$ cat src/rtl/ay_audio_mixer.sv
// AY audio output stage: mixes AY level, beeper and tape monitor into a saturated
// 10-bit sample, applies a click-free gain ramp and drives a 1-bit sigma-delta DAC.
module ay_audio_mixer #(
    parameter int BEEP_LEVEL = 255,
    parameter int TAPE_LEVEL = 64,
    parameter int RAMP_DIV   = 1
) (
    input  logic       clk,
    input  logic       reset,
    input  logic       ce,
    input  logic [7:0] ay_sound,
    input  logic       beeper,
    input  logic       tape,
    input  logic       mute,
    output logic [9:0] pcm_out,
    output logic       sdm_out,
    output logic       fade_done
);

    typedef enum logic [1:0] {
        RAMP_UP   = 2'd0,
        RUN       = 2'd1,
        RAMP_DOWN = 2'd2,
        MUTED     = 2'd3
    } state_t;

    localparam logic [3:0]  STEP_LAST = 4'(RAMP_DIV - 1);
    localparam logic [8:0]  GAIN_MAX  = 9'd256;
    localparam logic [10:0] BEEP_AMP  = 11'(BEEP_LEVEL);
    localparam logic [10:0] TAPE_AMP  = 11'(TAPE_LEVEL);

    state_t      state_q, state_d;
    logic [8:0]  gain_q, gain_d;
    logic [3:0]  cnt_q, cnt_d;
    logic [9:0]  mix_q, mix_d;
    logic [9:0]  pcm_q, pcm_d;
    logic [9:0]  acc_q, acc_d;
    logic        sdm_q, sdm_d;
    logic        fade_q, fade_d;

    logic [10:0] sum;
    logic [17:0] prod;
    logic [10:0] sdm_sum;
    logic        step;

    always_comb begin
        sum = {3'b000, ay_sound} + (beeper ? BEEP_AMP : 11'd0) + (tape ? TAPE_AMP : 11'd0);
        mix_d = mix_q;
        if (ce) begin
            mix_d = (sum > 11'd1023) ? 10'h3ff : sum[9:0];
        end
    end

    // Gain ramp FSM. A mute change always takes priority over a gain step on the same ce.
    always_comb begin
        state_d = state_q;
        gain_d  = gain_q;
        cnt_d   = cnt_q;
        step    = (cnt_q == STEP_LAST);
        if (ce) begin
            cnt_d = step ? 4'd0 : cnt_q + 4'd1;
            case (state_q)
                RAMP_UP: begin
                    if (mute) begin
                        state_d = RAMP_DOWN;
                    end else if (gain_q == GAIN_MAX) begin
                        state_d = RUN;
                    end else if (step) begin
                        gain_d = gain_q + 9'd1;
                        if (gain_q == GAIN_MAX - 9'd1) begin
                            state_d = RUN;
                        end
                    end
                end
                RUN: begin
                    if (mute) begin
                        state_d = RAMP_DOWN;
                    end
                end
                RAMP_DOWN: begin
                    if (!mute) begin
                        state_d = RAMP_UP;
                    end else if (gain_q == 9'd0) begin
                        state_d = MUTED;
                    end else if (step) begin
                        gain_d = gain_q - 9'd1;
                        if (gain_q == 9'd1) begin
                            state_d = MUTED;
                        end
                    end
                end
                default: begin
                    if (!mute) begin
                        state_d = RAMP_UP;
                    end
                end
            endcase
            if (state_d != state_q) begin
                cnt_d = 4'd0;
            end
        end
    end

    // Product of 10-bit mix and gain <= 256 always fits in 18 bits.
    always_comb begin
        prod    = {8'd0, mix_q} * {9'd0, gain_q};
        pcm_d   = prod[17:8];
        sdm_sum = {1'b0, acc_q} + {1'b0, pcm_q};
        acc_d   = sdm_sum[9:0];
        sdm_d   = sdm_sum[10];
        fade_d  = (state_d == RUN);
    end

    always_ff @(posedge clk or posedge reset) begin
        if (reset) begin
            state_q <= RAMP_UP;
            gain_q  <= 9'd0;
            cnt_q   <= 4'd0;
            mix_q   <= 10'd0;
            pcm_q   <= 10'd0;
            acc_q   <= 10'd0;
            sdm_q   <= 1'b0;
            fade_q  <= 1'b0;
        end else begin
            state_q <= state_d;
            gain_q  <= gain_d;
            cnt_q   <= cnt_d;
            mix_q   <= mix_d;
            pcm_q   <= pcm_d;
            acc_q   <= acc_d;
            sdm_q   <= sdm_d;
            fade_q  <= fade_d;
        end
    end

    assign pcm_out   = pcm_q;
    assign sdm_out   = sdm_q;
    assign fade_done = fade_q;

endmodule

$ cat config.mk
export PLATFORM = sky130hd
export DESIGN_NAME = ay_audio_mixer
export DESIGN_NICKNAME = d
export VERILOG_FILES = /design/src/rtl/ay_audio_mixer.sv
export SDC_FILE = /design/constraint.sdc
export NUM_CORES = 1
export LEC_CHECK = 0
export ABC_AREA = 1
export CORE_ASPECT_RATIO = 1.2
export CORE_UTILIZATION = 69
export CTS_BUF_LIST = sky130_fd_sc_hd__clkbuf_4 sky130_fd_sc_hd__clkbuf_8
export DETAILED_ROUTE_END_ITERATION = 8
export GPL_TIMING_DRIVEN = 0
export PLACE_DENSITY_LB_ADDON = 0.3
export SYNTH_ARGS = -nofsm -noshare
export SYNTH_HDL_FRONTEND = slang
export SYNTH_SLANG_ARGS = --single-unit
$ cat constraint.sdc
create_clock -name clk -period 7.8 [get_ports clk]
set_input_delay 0.78 -clock clk [delete_from_list [all_inputs] [get_ports clk]]
set_output_delay 0.78 -clock clk [all_outputs]
set_load 0.005 [all_outputs]
* Word-level counts from Yosys, hierarchy flattened
Cells that the tools add are included.
** Storage, ports and cells
- Flip-flop bits (word level) :: 47
- Output and inout port bits :: 12
- Input bits :: 14
** Operators by class
- $add $sub $neg :: 6
- $mul :: 1
- Magnitude comparators :: 1
- Eq/ne operators :: 13
- Multiplexer cells :: 25
- Reductions and logical operators :: 5
** Operator list (number)
- $mux 9 :: 6
- $mux 2 :: 12
- $mul 10x9->18 :: 1
- $pmux 9 s2 :: 1
- $ne 2x2->1 const B :: 6
- $add 10x10->11 :: 1
- $add 9x7->10 :: 1
- $gt 10x10->1 const B :: 1
- $mux 10 :: 1
- $add 8x8->9 :: 1
- $add 9x1->9 const B :: 1
- $eq 9x1->1 const B :: 1
- $eq 9x8->1 const B :: 1
- $eq 9x9->1 const B :: 1
- $logic_not 9->1 :: 1
- $sub 9x1->9 const B :: 1
- $mux 4 :: 2
- $mux 8 :: 1
- $reduce_and 8->1 :: 1
- $mux 7 :: 1
- $pmux 2 s3 :: 1
- $add 4x1->4 const B :: 1
- $eq 2x1->1 const B :: 2
- $logic_not 4->1 :: 1
- other kinds (4) :: 4

* Depth between registers and ports, before layout
- Depth after elaboration :: 9
- Mapped depth :: 22
- Gate-level depth less buffers :: 20

* Worst setup path after synthesis
OpenSTA, ideal clock, no wires.
- Path type :: register to register
- Start point :: register gain_q[6]
- End point :: register pcm_q[3], in the netlist pcm_out[3]
- Path slack :: 3.703 ns
- Period minus slack after synthesis :: 4.097 ns
- Cell stages (with the launch flop) :: 19
- Data required time :: 7.683 ns
- Arrival :: 3.980 ns
- Cells stage by stage :: dfrtp_1 > buf_2 > buf_1 > nand2_1 > fa_1 > fa_1 > inv_1 > fa_1 > inv_1 > fa_1 > inv_1 > ha_1 > a21oi_1 > nand2_1 > o21bai_2 > nand2_1 > nand2_1 > nand2_1 > nand2_1
** On the way
- Word-level cells in the longest chain between the ends :: 1
** Ends and longest elaborated chain
- start, declared :: RTL line 33 : logic [8:0] gain_q, gain_d;
- start signal, assigned :: RTL line 126 : gain_q <= gain_d;
- $mul 10x9->18 :: RTL line 106 : prod = {8'd0, mix_q} * {9'd0, gain_q};
- via prod[11] :: RTL line 42 : logic [17:0] prod;
- end signal, assigned :: RTL line 129 : pcm_q <= pcm_d;
- end, declared :: RTL line 36 : logic [9:0] pcm_q, pcm_d;
The timed path passes the listed nets, and every way through them passes these cells.
A chain may end at the register's enable or synchronous reset.

* Final worst setup path
- Start point :: register gain_q[7]
- End point :: register pcm_q[8], in the netlist pcm_out[8]
The elaborated chain is that of the path after synthesis.

==> impl_metrics.csv <==
group,metric,value,unit
clock_network,clk_pin_slew,0.09,ns
drt,wl_per_cell,13.4,um
synth,synth_top_area_share,0.196,
worst_setup_path,path_max_fanout,10,
synth,yosysSeqAreaShare,0.196,
run_status,status,"finished, final reports clean",
sta,relSlewSlack,0.624,
worst_setup_path,critPathRequiredTime,8.06,ns
floorplanning,die_h,104,um
drt,via_count,5162,
layout,diodes,0,
synth,syn-cell-area,5990,um^2
placement,hpwl,10.6,mm
layout,syn_to_final_growth,8.63,%
grt,groute.usage.overall,0.311,
clock_network,ctsResizeCount,0,
sta,max_clock_freq,212,MHz
drt,drc_errors,0,
clock_network,ctsRootBufferMaster,"clkbuf_8",
synth,postSynthCellCount,816,
synth,synth_most_common_cell,"nand2_1",
sta,drv_slew,0,
grt,antenna_found_initial,0,
worst_setup_path,cp-start-kind,"flop",
pwr,p_leak,3.92,nW
layout,nets,985,
clock_network,cts_tree,"yes",
placement,placedCellCount,956,
sta,rsz0062_at_grt,"no",
worst_setup_path,reg2reg_from,"gain_q[7]",
sta,hold_viol_final,0,
worst_setup_path,cp-startpoint,"gain_q[7]",
worst_hold_path,min_path_type,"reg2reg",
layout,finalInstanceArea,6510,um^2
worst_setup_path,endpoint_kind,"flop",
floorplanning,ios,26,
synth,synth-seq-cells,47,
grt,grt_pass1_wl,22.3,mm
layout,final_cells,964,
floorplanning,coreArea,8290,um^2
sta,period_needed,4.72,ns
synth,synthArstFlopShare,1.00,
sta,finClkSkew,0.0135,ns
worst_setup_path,arrival,4.98,ns
clock_network,clock_latency,0.32,ns
sta,tns,0,ns
clock_network,ctsHoldBuffers,0,
drt,drt-total-wl,12.9,mm
clock_network,cts.sinks,47,
clock_network,h-tree-depth,2,
floorplanning,die-area,9060,um^2
synth,syn_nets,952,
synth,yosys.cell_types.count,38,
sta,post-route-period-util,0.605,
floorplanning,rows,36,
clock_network,cts_setup_buffers,0,
placement,dpl-instance-area,6400,um^2
synth,synth_flop_cell,"dfrtp_1",
synth,yosysTopAreaCell,"dfrtp_1",
layout,drive_gt1_frac,0.0459,
sta,fin_ws,3.08,ns
drt,vias_per_cell,5.35,
pwr,power_density,387,nW/um^2
grt,grt_max_degree,27,
pwr,ir_drop,0.207,mV
placement,gp_congestion,0.914,
placement,place_ws,3.13,ns
grt,grt_pass1_vias,5433,
clock_network,cts_buffers,5,
drt,ant_nets,0,
synth,ys_warn_count,0,
worst_hold_path,hold_start,"acc_q[0]",
synth,synth_edf_count,0,
clock_network,cts.path.max_buffers,2,
floorplanning,initial_core_util,0.723,
job,cap_violations,0,
floorplanning,fp.dieW,87.1,um
sta,setup_violations,0,
drt,drt_pass1_iterations,5,
pwr,p_total,2.52,mW
synth,synthTopCellsByCount,"nand2_1 (248), inv_1 (181), ha_1 (64)",
synth,synth_area_per_cell,7.34,um^2
sta,tightest_slew,0.564,ns
drt,drt_iter0_drc,222,
placement,port_buffers,25,
grt,grt_overflow,0,
synth,synth_area_leaders,"dfrtp_1 (20%), fa_1 (19%), nand2_1 (16%)",
worst_setup_path,path_class,"reg2reg",
[routing by layer]
layer	wire length [um]	share of wire	track usage
met4	567	0.044	0.175
met5	0	0	0
met1	4830	0.37	0.330
met2	6930	0.54	0.573
met3	572	0.044	0.0452
[critical path, cell delays in order (launching register included)]
cell,delay [ns]
dfrtp_1,0.46
clkbuf_1,0.47
nand2_1,0.13
inv_1,0.10
fa_1,0.44
fa_1,0.52
fa_1,0.55
inv_1,0.06
fa_1,0.53
inv_1,0.04
ha_1,0.34
nand2_1,0.13
nor3_1,0.32
nor3b_1,0.23
nand2_1,0.13
nand2_1,0.09
nand2_1,0.06
nand2_1,0.05
[state kept, by name, indices dropped and copies added, names as in the netlist]
name	flops
pcm_out	10
state_q	2
fade_done	1
acc_q	10
cnt_q	4
mix_q	10
gain_q	9
sdm_out	1
[cells by family after synthesis]
kind of cell	after synthesis	synth area share
adder cells (fa/ha/maj)	122	0.328
AO/OA/AOI/OAI	71	0.0668
buffers and inverters	214	0.140
XOR/XNOR	28	0.0409
AND/OR/NAND/NOR	334	0.228
flip-flops	47	0.196
[stage by stage]
stage | hold WS, ns | utilization
detailed placement | 0.461 | 0.772
CTS | 0.480 | 0.785
global placement | 0.453 | 0.770
floorplan | 0.443 | -
global route | 0.483 | 0.785
finish | 0.474 | 0.785
[final cells by class]
class	count	area [um^2]
Multi-Input combinational cell	555	3970
Fill cell	596	1780
Inverter	188	711
Buffer	26	129
Tap cell	114	143
Clock inverter	1	7.51
Clock buffer	7	96.3
Sequential cell	47	1180
Timing Repair Buffer	26	270
[layout by cell type, fill, tap and decap left out, types with 2 or more instances in the layout]
cell and instances:
nor2_1 32, nand3b_1 2, nand3_1 31, xor2_1 22, clkdlybuf4s50_1 25, o21ai_2 4, nand4_1 4, clkbuf_8 7
nor3_1 5, buf_6 2, buf_4 3, xnor2_1 6, nand2_2 2, nor2_4 2, fa_1 58, nand2_1 248
inv_2 7, o2111ai_1 2, inv_1 180, buf_2 4, dfrtp_1 47, a21oi_1 28, o21bai_1 4, ha_1 64
clkbuf_1 16, and2_1 2, o21ai_0 28
[power breakdown]
| part | internal [mW] | switching, mW | leakage (nW) |
|---|---|---|---|
| Combinational | 0.733 | 1.23 | 3.28 |
| Sequential | 0.341 | 0.0460 | 0.592 |
| Clock | 0.0807 | 0.0859 | 0.0505 |
[worst paths after layout]
check                        endpoint  slack (ns)  cells past startpoint
min in group asynchronous     sdm_out        0.79                      2
hold reg to reg              acc_q[0]        0.47                      1
max in group asynchronous   gain_q[8]        6.50                      3
setup reg to reg           pcm_out[8]        3.08                     17
setup / recovery           pcm_out[8]        3.08                     17
hold / removal               acc_q[0]        0.47                      1
No activity file was read; power rests on OpenSTA's default activity.
